==> config.mk <==
export PLATFORM = sky130hd
export DESIGN_NAME = pwm_deadtime
export DESIGN_NICKNAME = d
export VERILOG_FILES = /design/src/rtl/pwm_deadtime.sv
export SDC_FILE = /design/constraint.sdc
export NUM_CORES = 1
export LEC_CHECK = 0
export CAP_MARGIN = 25
export CORE_MARGIN = 2
export CORE_UTILIZATION = 55
export DETAILED_ROUTE_END_ITERATION = 10
export PLACE_DENSITY = 0.88
export RECOVER_POWER = 50
export SYNTH_ARGS = -nofsm -noshare
export SYNTH_HDL_FRONTEND = slang
export SYNTH_SLANG_ARGS = --single-unit
==> constraint.sdc <==
create_clock -name clk -period 3.75 [get_ports clk]
set_clock_uncertainty 0.05 [all_clocks]
set_input_delay 0.9375 -clock clk [delete_from_list [all_inputs] [get_ports clk]]
set_output_delay 0.9375 -clock clk [all_outputs]
set_load 0.02 [all_outputs]
==> src/rtl/pwm_deadtime.sv <==
// pwm_deadtime
//   Complementary gate-drive stage. Takes one modulated PWM waveform and drives
//   a high-side/low-side pair with programmable dead time before each side turns
//   on. The two sides are never on together. A pulse shorter than the dead time
//   is swallowed, and the side that was on before the pulse is restored.
//
// Build option:
//   PWM_DT_DROP_CNT_EN  when defined, o_drop_cnt counts swallowed pulses. The
//                       count saturates at 255 and clears only on rst. When not
//                       defined, o_drop_cnt is tied to 0.
//
// Parameters:
//   DT_W       dead-time counter width (max dead time 2^DT_W-1 cycles)
//   H_ACT_LOW  o_pwm_h is active-low at the pin when 1
//   L_ACT_LOW  o_pwm_l is active-low at the pin when 1
//
// Ports:
//   clk          PWM core clock
//   rst          asynchronous, active-high reset
//   en           stage enable; when low, both sides are inactive
//   i_pwm        modulated PWM, synchronous to clk
//   dt_hi        dead cycles before the high side turns on
//   dt_lo        dead cycles before the low side turns on
//   o_pwm_h      high-side drive (registered, polarity per H_ACT_LOW)
//   o_pwm_l      low-side drive (registered, polarity per L_ACT_LOW)
//   o_dt_active  high while in a dead-time state
//   o_drop_cnt   saturating count of swallowed pulses
module pwm_deadtime #(
  parameter int unsigned DT_W      = 8,
  parameter bit          H_ACT_LOW = 1'b0,
  parameter bit          L_ACT_LOW = 1'b0
) (
  input  logic            clk,
  input  logic            rst,
  input  logic            en,
  input  logic            i_pwm,
  input  logic [DT_W-1:0] dt_hi,
  input  logic [DT_W-1:0] dt_lo,
  output logic            o_pwm_h,
  output logic            o_pwm_l,
  output logic            o_dt_active,
  output logic [7:0]      o_drop_cnt
);

  typedef enum logic [2:0] {
    OFF,
    DT_H,
    ON_H,
    DT_L,
    ON_L
  } state_t;

  state_t          state_q, state_d;
  logic            h_q, h_d;
  logic            l_q, l_d;
  logic [DT_W-1:0] cnt_q, cnt_d;
  logic            dt_active_q, dt_active_d;

  always_ff @(posedge clk or posedge rst) begin
    if (rst) begin
      state_q     <= OFF;
      h_q         <= 1'b0;
      l_q         <= 1'b0;
      cnt_q       <= '0;
      dt_active_q <= 1'b0;
    end else begin
      state_q     <= state_d;
      h_q         <= h_d;
      l_q         <= l_d;
      cnt_q       <= cnt_d;
      dt_active_q <= dt_active_d;
    end
  end

  // The outgoing side is dropped at the same edge the new PWM level is
  // sampled; the incoming side rises dt edges later, giving exactly dt
  // both-off cycles. The dead time is captured into cnt on DT_x entry only.
  always_comb begin
    state_d = state_q;
    h_d     = h_q;
    l_d     = l_q;
    cnt_d   = cnt_q;
    if (!en) begin
      state_d = OFF;
      h_d     = 1'b0;
      l_d     = 1'b0;
    end else begin
      unique case (state_q)
        OFF: begin
          if (i_pwm) begin
            if (dt_hi == '0) begin
              state_d = ON_H;
              h_d     = 1'b1;
            end else begin
              state_d = DT_H;
              cnt_d   = dt_hi - DT_W'(1);
            end
          end else begin
            if (dt_lo == '0) begin
              state_d = ON_L;
              l_d     = 1'b1;
            end else begin
              state_d = DT_L;
              cnt_d   = dt_lo - DT_W'(1);
            end
          end
        end
        ON_L: begin
          if (i_pwm) begin
            l_d = 1'b0;
            if (dt_hi == '0) begin
              state_d = ON_H;
              h_d     = 1'b1;
            end else begin
              state_d = DT_H;
              cnt_d   = dt_hi - DT_W'(1);
            end
          end
        end
        ON_H: begin
          if (!i_pwm) begin
            h_d = 1'b0;
            if (dt_lo == '0) begin
              state_d = ON_L;
              l_d     = 1'b1;
            end else begin
              state_d = DT_L;
              cnt_d   = dt_lo - DT_W'(1);
            end
          end
        end
        DT_H: begin
          // Input fell back before the window expired: restore the low side.
          if (!i_pwm) begin
            state_d = ON_L;
            l_d     = 1'b1;
          end else if (cnt_q == '0) begin
            state_d = ON_H;
            h_d     = 1'b1;
          end else begin
            cnt_d = cnt_q - DT_W'(1);
          end
        end
        DT_L: begin
          if (i_pwm) begin
            state_d = ON_H;
            h_d     = 1'b1;
          end else if (cnt_q == '0) begin
            state_d = ON_L;
            l_d     = 1'b1;
          end else begin
            cnt_d = cnt_q - DT_W'(1);
          end
        end
        default: begin
          state_d = OFF;
          h_d     = 1'b0;
          l_d     = 1'b0;
        end
      endcase
    end
    dt_active_d = (state_d == DT_H) || (state_d == DT_L);
  end

  assign o_pwm_h     = h_q ^ H_ACT_LOW;
  assign o_pwm_l     = l_q ^ L_ACT_LOW;
  assign o_dt_active = dt_active_q;

`ifdef PWM_DT_DROP_CNT_EN
  logic       drop_evt;
  logic [7:0] drop_q;

  // A swallow is exactly an en=1 edge in DT_x with the input back at the
  // side that was on before the window started.
  assign drop_evt = en && (((state_q == DT_H) && !i_pwm) ||
                           ((state_q == DT_L) &&  i_pwm));

  always_ff @(posedge clk or posedge rst) begin
    if (rst) begin
      drop_q <= '0;
    end else if (drop_evt && (drop_q != '1)) begin
      drop_q <= drop_q + 8'd1;
    end
  end

  assign o_drop_cnt = drop_q;
`else
  assign o_drop_cnt = '0;
`endif

endmodule

## After elaboration in Yosys (flattened, before gate mapping)

Index checks and enable logic that the tools add are counted.

| operators by class | value |
|---|---|
| add/subtract/negate cells | 3 |
| shift operators | 0 |
| multiplexer cells | 35 |
| $mul | 0 |
| eq/ne operators | 22 |
| bitwise logic cells | 0 |
| div/mod/pow operators | 0 |
| reduce and logical (&&, ||, !) cells | 11 |
| magnitude comparators | 0 |

Operators by type and width:

| operator | number |
|---|---|
| 2-to-1 mux 8 bit | 8 |
| case mux 8 bit (5 select lines) | 1 |
| 2-to-1 mux 3 bit | 9 |
| inequality test 3 bit (second input constant) | 9 |
| logical NOT 8 bit | 3 |
| subtractor 8 x 1 -> 8 bit (second input constant) | 3 |
| AND reduction 6 bit | 3 |
| case mux 3 bit (5 select lines) | 1 |
| 2-to-1 mux 1 bit | 13 |
| equality test 3 x 2 -> 1 bit (second input constant) | 3 |
| inequality test 3 x 2 -> 1 bit (second input constant) | 3 |
| inequality test 2 bit (second input constant) | 4 |
| case mux 1 bit (4 select lines) | 2 |
| equality test 3 x 1 -> 1 bit (second input constant) | 2 |
| nonzero test 5 bit | 1 |
| OR reduction 2 bit | 2 |
| equality test 3 bit (second input constant) | 1 |
| logical NOT 3 bit | 1 |
| 2-to-1 mux 2 bit | 1 |
| logical OR 1 bit | 1 |

| word-level totals | value |
|---|---|
| RAM bits | 0 |
| register bits | 14 |
| input bits | 20 |
| latch bits | 0 |
| memory bits (read-only) | 0 |
| memories | 0 |
| logic and storage cells | 76 |

## Longest topological paths before layout

| logic depth | value |
|---|---|
| word-level depth | 7 |
| gate-level depth with buffers | 8 |
| depth with buffers taken out | 7 |

## Worst setup path after synthesis

No wires, ideal clock.

| timing | value |
|---|---|
| path kind | input-to-reg |
| start point | in dt_lo[0] |
| end point | reg cnt_q[0] |
| stages | 8 |
| path buffers | 1 |
| arrival time | 2.379 ns |
| setup slack | 1.193 ns |
| required time | 3.572 ns |
| library setup time | 0.128 ns |
| path through | inv_1 -> ha_1 -> nor4b_2 -> and2_1 -> clkbuf_1 -> nor2_1 -> a221oi_1 -> o2bb2ai_1 |

| on the way | value |
|---|---|
| word-level cells in the longest chain between the ends | 4 |
| elaborated cells between the ends (all ways) | 6 |

RTL lines:

| what | line | RTL |
|---|---|---|
| start: declaration | 38 | `input logic [DT_W-1:0] dt_lo,` |
| subtractor 8 x 1 -> 8 bit / logical NOT 8 bit (equally long branches) | -- |  |
| 2-to-1 mux 8 bit * | 99, 123 |  |
| 2-to-1 mux 8 bit (on tied branches) | 121, 90 |  |
| case mux 8 bit (5 select lines) * | 88 | `unique case (state_q)` |
| end signal: assignment | 70 | `cnt_q <= cnt_d;` |
| end: declaration | 56 | `logic [DT_W-1:0] cnt_q, cnt_d;` |

Every way passes the cells marked *; elsewhere a longest branch is shown, timed or not. The select of a mux whose other input is x is not followed.
A chain may end at the register's enable or synchronous reset.

## Final worst setup path

| timing | value |
|---|---|
| start point | in dt_hi[0] |
| end point | reg cnt_q[0] |

| on the way | value |
|---|---|
| word-level cells in the longest chain between the ends | 4 |
| elaborated cells between the ends (all ways) | 6 |

RTL lines:

| what | line | RTL |
|---|---|---|
| start: declaration | 37 | `input logic [DT_W-1:0] dt_hi,` |
| subtractor 8 x 1 -> 8 bit / logical NOT 8 bit (equally long branches) | -- |  |
| 2-to-1 mux 8 bit * | 91, 111 |  |
| 2-to-1 mux 8 bit (on tied branches) | 109, 90 |  |
| case mux 8 bit (5 select lines) * | 88 |  |

Marks and branches as above.

==> impl_metrics.py <==
metrics = {
    "outcome": {
        "status": "finished, final reports clean",
    },
    "die": {
        "die_h_um": 57.5,
        "start_util_pct": 57.5,
        "core_um2": 2730,
        "rows": 19,
        "io_pins": 31,
        "dieArea_um2": 3300,
        "dieWidth_um": 57.5,
    },
    "placement": {
        "place_congestion": 0.953,
        "dpl_worst_slack_ns": 0.458,
        "dp_hpwl_um": 3230,
        "numPortBuffers": 22,
    },
    "critical_path": {
        "r2r_slack_ns": 1.28,
        "cp_slowest_cell": "or4b_2",
        "worstPathCellList": "clkdlybuf4s50_1 -> inv_1 -> ha_1 -> or4b_2 -> nor2_1 -> o21ai_0 -> a221oi_1 -> o2bb2ai_1",
        "worstSetupPathType": "primary input to flip-flop",
        "reg2reg_to": "cnt_q[3]",
        "critPathArrivalTime_ns": 3.18,
        "cp_data_required_time_ns": 3.90,
        "endpoint_kind": "flip-flop",
        "crit_path_max_incr_delay_ns": 0.63,
        "crit_start": "dt_hi[0]",
        "r2r_cells": 7,
        "crit_path_max_fanout": 6,
        "timing.rr.start": "cnt_q[0]",
        "startpoint_type": "primary input",
    },
    "timing": {
        "rsz0062_at_grt": "false",
        "hold_viol_final": 0,
        "fin_tns_setup_ns": 0,
        "setup_viol_count_final": 0,
        "period_share_pct": 80.9,
        "slew_headroom_pct": 44.4,
        "report.final.slew_viol_count": 0,
        "period_needed_ns": 3.03,
        "fmax_mhz": 330,
        "worst_pin_slew_ns": 0.823,
        "worst_slack_ns": 0.716,
    },
    "route": {
        "drtIter0Drc": 116,
        "wl_per_cell_um": 16.6,
        "vias_per_cell": 6.45,
        "routed_wl_um": 4260,
        "num_vias": 1651,
        "drc": 0,
        "ant_nets": 0,
        "drt_first_pass_iters": 4,
    },
    "power_and_ir_drop": {
        "p_int_uw": 406,
        "power.total_uw": 742,
        "power-per-cell-area_nw_per_um2": 411,
        "swShare_pct": 45.3,
        "p_seq_share_pct": 36.6,
        "cellLeakagePower_nw": 0.739,
        "p_clk_share_pct": 15.8,
        "comb_power_share_pct": 47.7,
        "p_sw_uw": 336,
        "peakVddDrop_v": 0.000339,
    },
    "global_routing": {
        "grt_pass1_vias": 1492,
        "grt_use_total_pct": 28.1,
        "grt_max_degree": 17,
        "grt-ovfl-total": 0,
        "grt_pass1_wl_um": 7200,
        "antenna_found_initial": 0,
    },
    "clock_network": {
        "cts_tree": "yes",
        "clock-sinks": 14,
        "clk_path_buf_depth": 2,
        "cts_root_buf": "clkbuf_4",
        "ctsHoldBuffers": 0,
        "clock_latency_ns": 0.31,
        "cts_setup_buffers": 0,
        "htreeDepth": 1,
        "clk_pin_slew_ns": 0.10,
        "ctsResizeCount": 0,
        "cts_made_buffers": 3,
    },
    "finish": {
        "fin_nets": 250,
        "drive_above_1_share_pct": 7.11,
        "fillCellCount": 242,
        "n_antenna_cell": 0,
        "final_core_util_pct": 66.0,
        "syn2layout_area_growth_pct": 14.9,
    },
    "logic_synthesis": {
        "ys_async_sr_fraction_pct": 100,
        "synth_edf_count": 0,
        "ys_seq_elements": 14,
        "avgSynthCellArea_um2": 7.52,
        "synth.cell_area_um2": 1570,
        "synthFlopType": "dfrtp_1",
        "postSynthCellCount": 209,
        "yosysSeqAreaShare_pct": 22.3,
        "yosys_warnings": 0,
        "yosysUniqueCellTypes": 58,
    },
    "job": {
        "cap_violations": 0,
    },
    "min_path": {
        "hold_end": "o_pwm_h",
        "hp-class": "flip-flop to flip-flop",
        "holdPathStages": 2,
        "min_from": "o_pwm_h",
    },
}
==> cell usage in the layout (no fill, tap or decap), types with 3 or more instances in the layout <==
cell type        Yosys  layout
clkbuf_4             0       3
o21a_1               3       3
a21oi_1             20      20
nor3_1               8       8
dfrtp_1             14      14
nand3_1              6       6
inv_1               12      12
nand2_1             10      10
xor2_1               3       3
o21ai_0             14      14
xnor2_1              4       4
nor2_1              19      19
clkdlybuf4s50_1      0      20
nand2b_1             5       5
a31oi_1              4       4
nor2b_1              5       5
or3_1                3       3
o31ai_1              6       6
conb_1               1       8
ha_1                 4       4
==> critical path: cells and delay by family <==
kind / cells / cell delay (ns)
and+or+nand+nor: 2 / 0.88
AOI/OAI and AO/OA: 3 / 0.55
adders and majority gates: 1 / 0.28
buffers and inverters: 2 / 0.54
==> how the worst max path moves through the flow <==
stage	cells past startpoint	to
detailed placement	8	cnt_q[0]
floorplan	8	cnt_q[0]
global placement	8	cnt_q[0]
finish	8	cnt_q[0]
global route	8	cnt_q[0]
CTS	8	cnt_q[0]
==> per-stage QoR <==
stage,std cells,area (µm²),hold slack (ns)
2_1_floorplan,216,1600,0.450
3_3_place_gp,252,1770,0.452
3_5_place_dp,252,1770,0.466
4_1_cts,256,1810,0.483
5_1_grt,256,1810,0.505
6_report,256,1810,0.475
==> per-layer routing <==
layer | up-vias | GRT usage (%) | wire length, µm
met2 | 79 | 41.1 | 1930
met3 | 9 | 5.44 | 362
met1 | 767 | 41.6 | 1880
li1 | 796 | - | -
met5 | - | 0 | 0
met4 | 0 | 8.97 | 82
==> power groups by stage <==
stage | clock [mW] | combinational [mW] | sequential (mW)
finish | 0.117 | 0.354 | 0.271
global route | 0.126 | 0.393 | 0.280
detailed placement | 0 | 0.347 | 0.272
global placement | 0 | 0.341 | 0.273
floorplan | 0 | 0.278 | 0.235
CTS | 0.119 | 0.349 | 0.269
==> area by class of cell <==
type | instances | area, µm² | share of cell area (%)
clock buffer | 4 | 36.3 | 2.01
timing repair buffer | 24 | 235 | 13.0
tap | 31 | 38.8 | 2.15
multi-input combinational | 171 | 1100 | 60.9
sequential | 14 | 350 | 19.4
inverter | 12 | 45.0 | 2.49
==> registers in the layout, indices dropped and copies added, names as in the netlist <==
register and cells:
cnt_q 8, state_q 3, o_dt_active 1, o_pwm_h 1, o_pwm_l 1
==> cells by family after synthesis <==
kind of cell / count (synthesis) / share of synthesized area, %
compound gates: 76 / 33.4
xor+xnor: 7 / 3.90
fa+ha+maj: 5 / 3.82
buf+inv: 31 / 9.39
flops: 14 / 22.3
mux: 1 / 0.637
other cells: 1 / 0.239
simple gates: 74 / 26.3
==> synth_stat cells, types with 3 or more instances <==
| master | n | area share, % |
|---|---|---|
| or3_1 | 3 | 1.2 |
| o31ai_1 | 6 | 2.9 |
| clkbuf_1 | 10 | 2.4 |
| o21a_1 | 3 | 1.4 |
| inv_1 | 12 | 2.9 |
| xnor2_1 | 4 | 2.2 |
| a31oi_1 | 4 | 1.6 |
| o21ai_0 | 14 | 4.5 |
| xor2_1 | 3 | 1.7 |
| buf_4 | 8 | 3.8 |
| nand2b_1 | 5 | 2.0 |
| nor2b_1 | 5 | 2.0 |
| nand3_1 | 6 | 1.9 |
| nor3_1 | 8 | 2.5 |
| a21oi_1 | 20 | 6.4 |
| ha_1 | 4 | 3.2 |
| nand2_1 | 10 | 2.4 |
| dfrtp_1 | 14 | 22 |
| nor2_1 | 19 | 4.5 |
(Power assumes the default switching activity.)
